File: config.mk
export PLATFORM = sky130hd
export DESIGN_NAME = nand_seq
export DESIGN_NICKNAME = d
export VERILOG_FILES = /design/src/rtl/nand_seq_pkg.sv /design/src/rtl/g_NAND.sv /design/src/rtl/nand_seq_progmem.sv /design/src/rtl/nand_seq.sv
export SDC_FILE = /design/constraint.sdc
export NUM_CORES = 1
export LEC_CHECK = 0
export BUFFER_PORTS_ARGS = -buffer_cell sky130_fd_sc_hd__buf_2
export CAP_MARGIN = 0
export CORE_UTILIZATION = 31
export DETAILED_ROUTE_END_ITERATION = 12
export REMOVE_ABC_BUFFERS = 1
export SLEW_MARGIN = 20
export SYNTH_ARGS = -nofsm -noshare
export SYNTH_HDL_FRONTEND = slang
export SYNTH_HIERARCHICAL = 1
export SYNTH_SLANG_ARGS = --single-unit
File: constraint.sdc
create_clock -name clk_sys -period 4.77 [get_ports clk_sys]
set_input_delay 0.477 -clock clk_sys [delete_from_list [all_inputs] [get_ports clk_sys]]
set_output_delay 0.477 -clock clk_sys [all_outputs]
set_load 0.02 [all_outputs]
File: src/rtl/nand_seq_pkg.sv
// nand_seq_pkg: shared types and default geometry for the single-NAND
// microsequencer.
//   nand_seq_state_t : sequencer state (IDLE / RUN / DONE)
//   nand_seq_instr_t : instruction layout {src_a, src_b, dst} for the
//                      default geometry (8 slots -> 3-bit indices)
//   SLOTS_DEF/STEPS_DEF : default register-file and program depths
package nand_seq_pkg;

   localparam int unsigned SLOTS_DEF = 8;
   localparam int unsigned STEPS_DEF = 16;
   localparam int unsigned IDX_W_DEF = $clog2(SLOTS_DEF);

   typedef enum logic [1:0] {
      IDLE = 2'd0,
      RUN  = 2'd1,
      DONE = 2'd2
   } nand_seq_state_t;

   typedef struct packed {
      logic [IDX_W_DEF-1:0] src_a;
      logic [IDX_W_DEF-1:0] src_b;
      logic [IDX_W_DEF-1:0] dst;
   } nand_seq_instr_t;

endpackage

File: src/rtl/g_NAND.sv
// g_NAND: 2-input NAND cell of the gate-level logic layer.
//   a, b : operands
//   y    : ~(a & b)
module g_NAND (
   input  logic a,
   input  logic b,
   output logic y
);

   assign y = ~(a & b);

endmodule

File: src/rtl/nand_seq_progmem.sv
// nand_seq_progmem: instruction store for nand_seq.
//   clk     : write clock
//   we      : write strobe (already qualified by the sequencer state)
//   wr_addr : write address
//   wr_data : instruction word written on the rising edge
//   rd_addr : read address (program counter)
//   rd_data : instruction at rd_addr, combinational read
// Contents have no reset: they survive a sequencer reset.
module nand_seq_progmem #(
   parameter int unsigned STEPS = 16,
   parameter int unsigned WIDTH = 9,
   parameter int unsigned AW    = $clog2(STEPS)
) (
   input  logic             clk,
   input  logic             we,
   input  logic [AW-1:0]    wr_addr,
   input  logic [WIDTH-1:0] wr_data,
   input  logic [AW-1:0]    rd_addr,
   output logic [WIDTH-1:0] rd_data
);

   logic [WIDTH-1:0] mem [STEPS];

   always_ff @(posedge clk) begin
      if (we) begin
         mem[wr_addr] <= wr_data;
      end
   end

   assign rd_data = mem[rd_addr];

endmodule

File: src/rtl/nand_seq.sv
// nand_seq: single-NAND microsequencer. Runs a stored list of
// slot[dst] <= NAND(slot[src_a], slot[src_b]) operations, one per cycle,
// through one shared g_NAND cell.
//   clk_sys   : clock
//   reset_n   : synchronous active-low reset
//   start     : run request, sampled in IDLE only
//   step      : (NAND_SEQ_STEP_EN only) RUN advances only when high
//   in_vec    : initial slot contents, latched on accepted start
//   prog_len  : steps to run, latched on accepted start, clamped to STEPS
//   prog_we   : program write strobe, honoured in IDLE only
//   prog_addr : program write address
//   prog_data : instruction {src_a, src_b, dst}
//   busy      : state is not IDLE
//   done      : one-cycle completion pulse
//   out_vec   : slot register file
// Optional feature macro: NAND_SEQ_STEP_EN.
module nand_seq
   import nand_seq_pkg::*;
#(
   parameter int unsigned SLOTS = SLOTS_DEF,
   parameter int unsigned STEPS = STEPS_DEF,
   localparam int unsigned IDX_W = $clog2(SLOTS),
   localparam int unsigned PC_W  = $clog2(STEPS)
) (
   input  logic               clk_sys,
   input  logic               reset_n,
   input  logic               start,
`ifdef NAND_SEQ_STEP_EN
   input  logic               step,
`endif
   input  logic [SLOTS-1:0]   in_vec,
   input  logic [PC_W:0]      prog_len,
   input  logic               prog_we,
   input  logic [PC_W-1:0]    prog_addr,
   input  logic [3*IDX_W-1:0] prog_data,
   output logic               busy,
   output logic               done,
   output logic [SLOTS-1:0]   out_vec
);

   nand_seq_state_t state_q, state_d;
   logic [PC_W-1:0]    pc_q, pc_d;
   logic [PC_W:0]      len_q, len_d;
   logic [SLOTS-1:0]   slots_q, slots_d;

   logic [3*IDX_W-1:0] instr;
   logic [IDX_W-1:0]   src_a, src_b, dst;
   logic               op_a, op_b, nand_y;
   logic [PC_W:0]      len_clamp;
   logic               advance;
   logic               last_step;

   nand_seq_progmem #(
      .STEPS (STEPS),
      .WIDTH (3*IDX_W)
   ) u_progmem (
      .clk     (clk_sys),
      .we      (prog_we && (state_q == IDLE)),
      .wr_addr (prog_addr),
      .wr_data (prog_data),
      .rd_addr (pc_q),
      .rd_data (instr)
   );

   assign src_a = instr[3*IDX_W-1 -: IDX_W];
   assign src_b = instr[2*IDX_W-1 -: IDX_W];
   assign dst   = instr[IDX_W-1:0];

   // Operands come from the registered slots, so dst aliasing a source
   // still sees the pre-edge value.
   assign op_a = slots_q[src_a];
   assign op_b = slots_q[src_b];

   g_NAND u_nand (
      .a (op_a),
      .b (op_b),
      .y (nand_y)
   );

   assign len_clamp = (prog_len > (PC_W+1)'(STEPS)) ? (PC_W+1)'(STEPS) : prog_len;
   assign last_step = (({1'b0, pc_q} + (PC_W+1)'(1)) == len_q);

`ifdef NAND_SEQ_STEP_EN
   assign advance = step;
`else
   assign advance = 1'b1;
`endif

   always_comb begin
      state_d = state_q;
      pc_d    = pc_q;
      len_d   = len_q;
      slots_d = slots_q;
      case (state_q)
         IDLE: begin
            if (start) begin
               slots_d = in_vec;
               pc_d    = '0;
               len_d   = len_clamp;
               state_d = (len_clamp == '0) ? DONE : RUN;
            end
         end
         RUN: begin
            if (advance) begin
               slots_d[dst] = nand_y;
               if (last_step) begin
                  state_d = DONE;
               end else begin
                  pc_d = pc_q + PC_W'(1);
               end
            end
         end
         DONE:    state_d = IDLE;
         default: state_d = IDLE;
      endcase
   end

   always_ff @(posedge clk_sys) begin
      if (!reset_n) begin
         state_q <= IDLE;
         pc_q    <= '0;
         len_q   <= '0;
         slots_q <= '0;
      end else begin
         state_q <= state_d;
         pc_q    <= pc_d;
         len_q   <= len_d;
         slots_q <= slots_d;
      end
   end

   assign busy    = (state_q != IDLE);
   assign done    = (state_q == DONE);
   assign out_vec = slots_q;

endmodule

==> key figures, run 1 <==
Synth
  • Number of enable flip-flop cells after synthesis: approximately 140
  • Mux contribution to synthesized area: 14.8%
  • Yosys cell types: 58
  • Most frequent cells after synthesis: 144 x edfxtp_1, 28 x nor2_1, 25 x mux4_2, 24 x nand2_1
  • Top FF cell, synth: edfxtp_1
  • XOR/XNOR share of the synthesized area: 0.513%
  • Post-synthesis adder-cell area fraction: less than 1%
  • Synth area leader: edfxtp_1
  • Mean area per synthesized cell: 17.5 um^2
  • Synth warn: 6
  • Top cell type's share of synthesized area: 63.3%
  • Synth top area cells: edfxtp_1 63%, mux4_2 8.2%, mux4_1 5.8%, dfxtp_1 5.6%, a22oi_1 2.1%
  • Largest family of logic cells by synthesized area: multiplexers
  • Synth Register Bits: 163
  • Area of the mapped netlist: 6830 um^2
  • Mapped Cells: 391
  • Sequential share of the synthesized area: 68.9%
  • Synth Area in Simple Gates: 7.79%
  • Synth async-reset ratio: 0%
  • Compound-Gate Fraction of Synth Area: 5.48%
  • Top-count cell post-synth: edfxtp_1

Critical path
  • Worst EP arrival: around 4.0 ns
  • CP max FO: 23
  • Kind of critical path: register to register
  • Startpoint Class: register
  • WP data required: 5.13 ns
  • Critical path capture point type: register
  • R2R Setup Slk: 1.13 ns

Layout
  • Layout cell share with drive strength beyond 1: 26.1%
  • Area grow syn2layout: 15.9%
  • Post-route cell area: 7910 um^2
  • Register area: 4710 um^2
  • Fillers: 1954
  • Final core utilization: a little under two fifths
  • Nets: 467
  • Multi-input gate area: 1990 um^2
  • Post-Layout Cell Count: 723
  • Antenna cells: 0

Timing
  • Final period utilization: 76.3%
  • Skew final: approximately 0.011 ns
  • Final setup fails: 0
  • Worst-Margin Slew: 1.08 ns
  • RSZ-0062 raised after global routing: false
  • Fin. max-slew vios: 0
  • Worst hold slack: 0.319 ns
  • Final min period: 3.64 ns
  • Final Hold Fails: 0
  • Total Negative Setup Slacks: 0 ns
  • Max frequency: 275 MHz
  • Slew Limit Headroom: 27.6%
  • Final WS setup: 1.13 ns

Power
  • Tot Pwr: 3.24 mW
  • Int Pwr: 2.52 mW
  • Switching power: 728 uW
  • Pwr dens: 410 nW/um^2
  • Leakage: 2.60 nW
  • Part of the power in the clock network: 43.0%
  • Combinational group share of total power: 7.4%
  • Reg power frac: 49.5%
  • Worst vdd ir: between 0.2 and 0.25 mV
  • Sw frac: 22.4%

Floorplan
  • FP Rows: 53
  • CORE AREA: ~21000 um^2
  • Initial core utilization: 32.1%
  • Die width: 150 um
  • Die H: around 150 um
  • Top Ports: 40
  • Die area: 22600 um^2

Drt
  • Vias per std cell: 5.19
  • Remaining antenna violation count: 0
  • Post-route DRC: 0
  • DR pass1 iterations: 5
  • Number of DRC markers in iteration 0: 291
  • Detailed-route wire length: 14.9 mm
  • Detailed-route via count: approximately 3800
  • Wire length per cell: 20.6 um

Flow run
  • Maximum Capacitance Violations: 0

Global route
  • Number of global-route vias before repair: roughly 3800
  • Global-route usage over all layers: around 14%
  • First-pass GRT wire length: 22.6 mm
  • Largest net degree at the start of global routing: 40
  • GRT overflow: 0
  • Initial antenna violation count: 1

Clocking
  • H-tree levels: 4
  • Hold buffers post-CTS: 0
  • CTS clock-pin slew for the worst setup and hold paths: 0.07 ns
  • Post-CTS Setup Inserts: 0
  • Clock latency at the later pin of the worst-skew pair: 0.43 ns
  • Clock tree buffer depth: 2
  • CTS tree: yes
  • Inserted Clock Buffers: 17
  • Post_cts resized: 0
  • Clk root buf: clkbuf_16
  • Sink Count: 163

Status
  • Status: completed

Placement
  • RD Place Congestion: 0.816
  • Detailed Place HPWL: 9.21 mm
  • Pre-CTS setup slack: 1.12 ns
  • PortBufs: 39
  • DP Cell Count: 692
  • Placed Area: 7300 um^2

Min path
  • Type of the worst min-delay path: input port to register
-- cells in the final DEF, fill, tap and decap left out, drive strengths merged, types with 2 or more instances in the layout --
| master | Yosys | routed |
|---|---|---|
| edfxtp | 144 | 144 |
| buf | 12 | 47 |
| mux4 | 40 | 40 |
| nor2 | 28 | 28 |
| nand2 | 24 | 24 |
| a22oi | 19 | 19 |
| dfxtp | 19 | 19 |
| clkbuf | 8 | 17 |
| nand3 | 9 | 9 |
| inv | 3 | 9 |
| a21oi | 7 | 7 |
| nor3b | 6 | 6 |
| nor3 | 6 | 6 |
| nor2b | 5 | 5 |
| and2 | 5 | 5 |
| o21ai | 5 | 5 |
| nand4 | 4 | 4 |
| nand2b | 4 | 4 |
| clkinv | 0 | 4 |
| mux2i | 3 | 3 |
| a31oi | 3 | 3 |
| bufinv | 0 | 3 |
| mux2 | 2 | 2 |
| a311oi | 2 | 2 |
| and2b | 2 | 2 |
| xor2 | 2 | 2 |
| xnor2 | 2 | 2 |
| nor4 | 2 | 2 |
| a21boi | 2 | 2 |
| nand3b | 2 | 2 |
| or3b | 2 | 2 |
| a211oi | 2 | 2 |
-- layer usage --
layer  GRT usage [%]  wire length (um)
met2            21.0              6650
met5               0                 9
met4            4.60               121
met3            3.91              1240
met1            19.9              6850
-- critical path, stage by stage (launching register included) --
cell and delay, ns:
dfxtp_2 0.83, buf_4 0.40, mux4_2 0.53, a22oi_1 0.19, nand2_1 0.14, mux4_2 0.30, mux2_2 0.27, nand2_1 0.19
inv_1 0.09, nor4_1 0.28, a21oi_1 0.07, o21ai_0 0.09, o311a_1 0.18
-- final cells by class --
type / instances / share of cell area [%]
clock buffers: 17 / 5.38
clock inverters: 14 / 2.23
inverters: 3 / 0.142
multi-input cells: 204 / 25.2
flip-flops and latches: 163 / 59.5
well taps: 275 / 4.35
repair buffers: 47 / 3.23
-- flip-flops by register name (all words and copies together), names as in the netlist --
register and count:
out_vec 8, u_progmem/mem 144, len_q 5, state_q 2, pc_q 4
-- power by group through the flow --
stage | Sequential (mW) | Clock (mW) | Combinational, mW
2_1_floorplan | 1.65 | 0 | 0.142
3_3_place_gp | 1.64 | 0 | 0.236
3_5_place_dp | 1.64 | 0 | 0.242
4_1_cts | 1.61 | 1.42 | 0.243
5_1_grt | 1.61 | 1.48 | 0.263
6_report | 1.61 | 1.40 | 0.241
-- path summary, 6_finish.rpt --
kind,startpoint,to,cells past startpoint
setup reg to reg,pc_q[0],out_vec[1],12
hold / removal,in_vec[6],out_vec[6],3
setup / recovery,pc_q[0],out_vec[1],12
hold reg to reg,len_q[1],len_q[1],2
-- logic make-up (layout without fill, tap and decap cells) --
kind of cell | after synthesis | after routing
compound gates | 51 | 51
xor+xnor | 4 | 4
fa+ha+maj | 1 | 1
buf+inv | 24 | 81
flops | 163 | 163
mux | 45 | 45
simple gates | 103 | 103
Note: power is estimated with default switching activity, not from simulation.
==> run 2, diff against run 1 <==
clock period = 3.5 ns   (was 4.77 ns; I/O delays follow)
==> key figures, run 2 (synthesized netlist as in run 1, its figures left out) <==
Status
  • Status: completed

Timing
  • Max frequency: 312 MHz (+13%)
  • Final setup fails: 0 (unchanged)
  • Worst-Margin Slew: 0.684 ns (-0.397 ns)
  • Final min period: 3.20 ns (-0.432 ns)
  • Skew final: 0.00542 ns (-0.00588 ns)
  • Slew Limit Headroom: 54.3% (+27 points)
  • Final Hold Fails: 0 (unchanged)
  • RSZ-0062 raised after global routing: false
  • Final period utilization: 91.6% (+15 points)
  • Fin. max-slew vios: 0 (unchanged)
  • Worst hold slack: 0.203 ns (-0.116 ns)

Drt
  • DR pass1 iterations: 5 (unchanged)
  • Vias per std cell: 5.12 (-1.4%)
  • Post-route DRC: 0 (unchanged)
  • Remaining antenna violation count: 0 (unchanged)
  • Wire length per cell: 20.2 um (-1.9%)
  • Detailed-route via count: 3781 (+0.80%)
  • Number of DRC markers in iteration 0: 278 (-4.5%)
  • Detailed-route wire length: 14.9 mm (+0.23%)

Power
  • Pwr dens: 533 nW/um^2 (+30%)
  • Leakage: 2.65 nW (+2.2%)
  • Worst vdd ir: 0.308 mV (+47%)

Clocking
  • Hold buffers post-CTS: 0 (unchanged)
  • CTS clock-pin slew for the worst setup and hold paths: 0.06 ns (about the same)
  • Sink Count: 163 (unchanged)
  • CTS tree: yes
  • Inserted Clock Buffers: 17 (unchanged)
  • Clock tree buffer depth: 2 (unchanged)
  • Post_cts resized: 0 (unchanged)
  • Clk root buf: clkbuf_16
  • Post-CTS Setup Inserts: 0 (unchanged)
  • H-tree levels: 4 (unchanged)
  • Clock latency at the later pin of the worst-skew pair: 0.42 ns (about the same)

Floorplan
  • Die area: 22600 um^2 (unchanged)
  • Initial core utilization: 32.1% (unchanged)
  • Die H: 150 um (unchanged)
  • CORE AREA: 21300 um^2 (unchanged)
  • Top Ports: 40 (unchanged)
  • Die width: 150 um (unchanged)
  • FP Rows: 53 (unchanged)

Layout
  • Fillers: 1952 (-0.10%)
  • Multi-input gate area: 1970 um^2 (-1.4%)
  • Final core utilization: 37.4% (+0.24 points)
  • Antenna cells: 0 (unchanged)
  • Most frequent cells in the layout: 144 x edfxtp_1, 39 x buf_2, 27 x nor2_1
  • Commonest non-fill, non-tap cell in the layout: edfxtp_1
  • Layout cell share with drive strength beyond 1: 26.5% (+0.39 points)
  • Max reg flops: 144 (unchanged)
  • Register area: 4710 um^2 (about the same)
  • Post-route cell area: 7960 um^2 (+0.65%)
  • Biggest register: u_progmem/mem
  • Area grow syn2layout: 16.6%
  • Nets: 482 (+3.2%)

Global route
  • GRT overflow: 0 (unchanged)
  • Global-route usage over all layers: 14.2% (+0.034 points)
  • Largest net degree at the start of global routing: 40 (unchanged)
  • Initial antenna violation count: 0 (-1)
  • Number of global-route vias before repair: 3875 (+2.6%)
  • First-pass GRT wire length: 23.0 mm (+1.9%)

Critical path
  • Startpoint Class: register
  • Critical path capture point type: register
  • Kind of critical path: register to register
  • R2R Setup Slk: 0.30 ns (-0.84 ns)
  • CP max FO: 14 (-39%)
  • WP data required: 3.86 ns (-1.27 ns)
  • Worst EP arrival: 3.57 ns (-0.43 ns)

Placement
  • Placed Area: 7420 um^2 (+1.5%)
  • PortBufs: 39 (unchanged)
  • Detailed Place HPWL: 9.79 mm (+6.3%)
  • RD Place Congestion: 0.810 (-0.64%)

Flow run
  • Maximum Capacitance Violations: 0 (unchanged)

Min path
  • Type of the worst min-delay path: input port to register
run 2: area by class of cell:
type	count	area share, %
clock buffers	19	5.44
clock inverters	13	1.37
inverters	3	0.141
multi-input cells	204	24.7
flip-flops and latches	163	59.1
well taps	275	4.32
repair buffers	62	4.93
run 2: worst max-delay path, stage by stage, from the launching register on:
cell and delay (ns):
dfxtp_4 0.52, mux4_1 0.59, a22oi_1 0.29, nand2_1 0.16, mux4_2 0.44, mux2_2 0.27, nand2_1 0.18, inv_1 0.08
nor4_1 0.28, a21oi_1 0.06, o21ai_0 0.09, o311a_1 0.18
run 2: path summary, 6_finish.rpt:
check / to / from / depth (start not counted)
hold reg to reg: len_q[4] / len_q[4] / 2
setup / recovery: out_vec[1] / pc_q[0] / 11
setup reg to reg: out_vec[1] / pc_q[0] / 11
hold / removal: out_vec[6] / in_vec[6] / 3
run 2: through the flow:
| stage | TNS (ns) | setup slack, ns | instances | power [mW] |
|---|---|---|---|---|
| 5_1_grt | 0 | 0.0244 | 739 | 4.39 |
| 3_3_place_gp | 0 | 0.214 | 707 | 2.56 |
| 6_report | 0 | 0.295 | 739 | 4.24 |
| 3_5_place_dp | 0 | 0.161 | 707 | 2.57 |
| 4_1_cts | 0 | 0.0926 | 739 | 4.28 |
| 2_1_floorplan | -2.12 | -0.521 | 370 | 2.44 |
run 2: per-layer routing:
layer	GRT usage, %	share of wire, %
met1	19.4	45
met2	22.0	47
met3	4.42	7.6
met4	3.18	0.70
met5	0	0
run 2: report_power, final:
part / internal (mW) / switching [mW]
Clock: 0.976 / 0.736
Sequential: 2.15 / 0.0335
Combinational: 0.155 / 0.189
Total: 3.28 / 0.958
==> run 3, diff against run 2 <==
CELL_PAD_IN_SITES_DETAIL_PLACEMENT = 0   (was default)
CELL_PAD_IN_SITES_GLOBAL_PLACEMENT = 1   (was default)
CORE_ASPECT_RATIO = 1.4   (was default)
PLACE_DENSITY_LB_ADDON = 0.1   (was default)
==> key figures, run 3 (synthesized netlist as in run 1, its figures left out) <==
Critical path
  • Worst EP arrival: 3.41 ns (-0.16 ns)
  • Crit path buf inv count: 2 (+1)
  • Kind of critical path: register to register
  • CP max FO: 16 (+2)
  • CP delay by family, top: multiplexers
  • Largest stage delay on the critical path: 0.54 ns (-0.05 ns)
  • Startpoint Class: register
  • CP max-delay cell: dfxtp_4
  • WP data required: 3.87 ns (about the same)
  • Critical path capture point type: register
  • Cells traversed along the worst timing path: buf_12, mux4_2, a22oi_1, nand2_1, mux4_2, mux2_2, nand2_1, inv_1, nor4_1, a21oi_1, o21ai_0, o311a_1

Floorplan
  • FP Rows: 63 (+19%)
  • Die H: 178 um (+18%)
  • CORE AREA: 21400 um^2 (+0.35%)
  • Die area: 22600 um^2 (about the same)
  • Top Ports: 40 (unchanged)
  • Die width: 127 um (-15%)
  • Initial core utilization: 32.0% (-0.11 points)

Timing
  • RSZ-0062 raised after global routing: false
  • Fin. max-slew vios: 0 (unchanged)
  • Final min period: 3.04 ns (-0.162 ns)
  • Final period utilization: 86.9% (-4.6 points)
  • Final Hold Fails: 0 (unchanged)
  • Worst-Margin Slew: 0.709 ns (+0.0247 ns)
  • Total Negative Setup Slacks: 0 ns (unchanged)
  • Skew final: 0.00638 ns (+0.000954 ns)
  • Final setup fails: 0 (unchanged)
  • Slew Limit Headroom: 52.1% (-2.2 points)
  • Max frequency: 329 MHz (+5.3%)

Global route
  • Global-route usage over all layers: 15.9% (+1.7 points)
  • Initial antenna violation count: 0 (unchanged)
  • Number of global-route vias before repair: 3943 (+1.8%)
  • Largest net degree at the start of global routing: 37 (-7.5%)
  • First-pass GRT wire length: 25.2 mm (+9.3%)
  • GRT overflow: 0 (unchanged)

Layout
  • Final core utilization: 37.6% (+0.14 points)
  • Area grow syn2layout: 17.5%
  • Post-Layout Cell Count: 758 (+2.6%)
  • Most frequent cells in the layout: 144 x edfxtp_1, 39 x buf_2, 28 x nor2_1
  • Post-route cell area: 8020 um^2 (+0.74%)
  • Biggest register: u_progmem/mem
  • Fillers: 2018 (+3.4%)
  • Max reg flops: 144 (unchanged)
  • Nets: 486 (+0.83%)
  • Layout cell share with drive strength beyond 1: 27.5% (+0.96 points)
  • Antenna cells: 0 (unchanged)
  • Commonest non-fill, non-tap cell in the layout: edfxtp_1

Clocking
  • Inserted Clock Buffers: 17 (unchanged)
  • Clock latency at the later pin of the worst-skew pair: 0.42 ns (about the same)
  • Clock tree buffer depth: 2 (unchanged)
  • Sink Count: 163 (unchanged)
  • Hold buffers post-CTS: 0 (unchanged)
  • CTS clock-pin slew for the worst setup and hold paths: 0.07 ns (about the same)
  • Clk root buf: clkbuf_16
  • H-tree levels: 4 (unchanged)
  • CTS tree: yes

Placement
  • Detailed Place HPWL: 11.4 mm (+16%)
  • PortBufs: 39 (unchanged)
  • Placed Area: 7470 um^2 (+0.69%)
  • RD Place Congestion: 0.794 (-2.0%)
  • DP Cell Count: 728 (+3.0%)

Drt
  • DR pass1 iterations: 4 (-1)
  • Remaining antenna violation count: 0 (unchanged)
  • Detailed-route wire length: 16.7 mm (+12%)
  • Number of DRC markers in iteration 0: 285 (+2.5%)
  • Vias per std cell: 5.01 (-2.0%)
  • Post-route DRC: 0 (unchanged)
  • Detailed-route via count: 3799 (+0.48%)
  • Wire length per cell: 22.1 um (+9.6%)

Power
  • Leakage: 2.68 nW (+0.92%)
  • Worst vdd ir: 0.295 mV (-4.2%)
  • Pwr dens: 539 nW/um^2 (+1.1%)
  • Tot Pwr: 4.32 mW (+1.9%)

Status
  • Status: completed

Min path
  • Type of the worst min-delay path: input port to register

Flow run
  • Maximum Capacitance Violations: 0 (unchanged)
-- run 3: layout make-up --
type	instances	area [um^2]	share of cell area, %
flip-flops and latches	163	4710	58.7
repair buffers	66	423	5.27
inverters	3	11.3	0.140
well taps	292	365	4.55
multi-input cells	204	1960	24.5
clock inverters	13	126	1.58
clock buffers	17	425	5.30
-- run 3: worst paths after layout --
| check | startpoint | endpoint | slack [ns] | depth (start not counted) |
|---|---|---|---|---|
| setup reg to reg | pc_q[0] | out_vec[1] | 0.46 | 12 |
| setup / recovery | pc_q[0] | out_vec[1] | 0.46 | 12 |
| hold reg to reg | len_q[4] | len_q[4] | 0.51 | 2 |
| hold / removal | in_vec[0] | out_vec[0] | 0.18 | 3 |
-- run 3: power by group --
group	internal, mW	switching (mW)
Combinational	0.159	0.198
Sequential	2.15	0.0356
Clock	0.989	0.789
Total	3.30	1.02
-- run 3: timing repair --
item                                   CTS  global route
gates resized for setup                  0             1
setup buffers                            0             0
setup endpoints to repair                0             1
endpoints found under the hold margin    0             0
-- run 3: metrics by stage --
stage / setup WS [ns] / hold WS, ns
detailed placement: 0.248 / 0.502
floorplan: -0.521 / 0.449
finish: 0.457 / 0.185
global route: 0.143 / 0.182
CTS: 0.237 / 0.171
global placement: 0.269 / 0.489
-- run 3: metal layers --
| layer | track usage (%) | routed length (um) |
|---|---|---|
| met5 | 0 | 0 |
| met4 | 6.30 | 379 |
| met3 | 3.29 | 554 |
| met2 | 28.3 | 8900 |
| met1 | 18.5 | 6920 |
-- run 3: worst reg2reg max path: cells and delay by family, from the launching register on --
family | cells | cell delay (ns)
buffers and inverters | 2 | 0.30
AND/OR/NAND/NOR | 3 | 0.46
flip-flops | 1 | 0.54
AO/OA/AOI/OAI | 4 | 0.49
multiplexers | 3 | 1.21
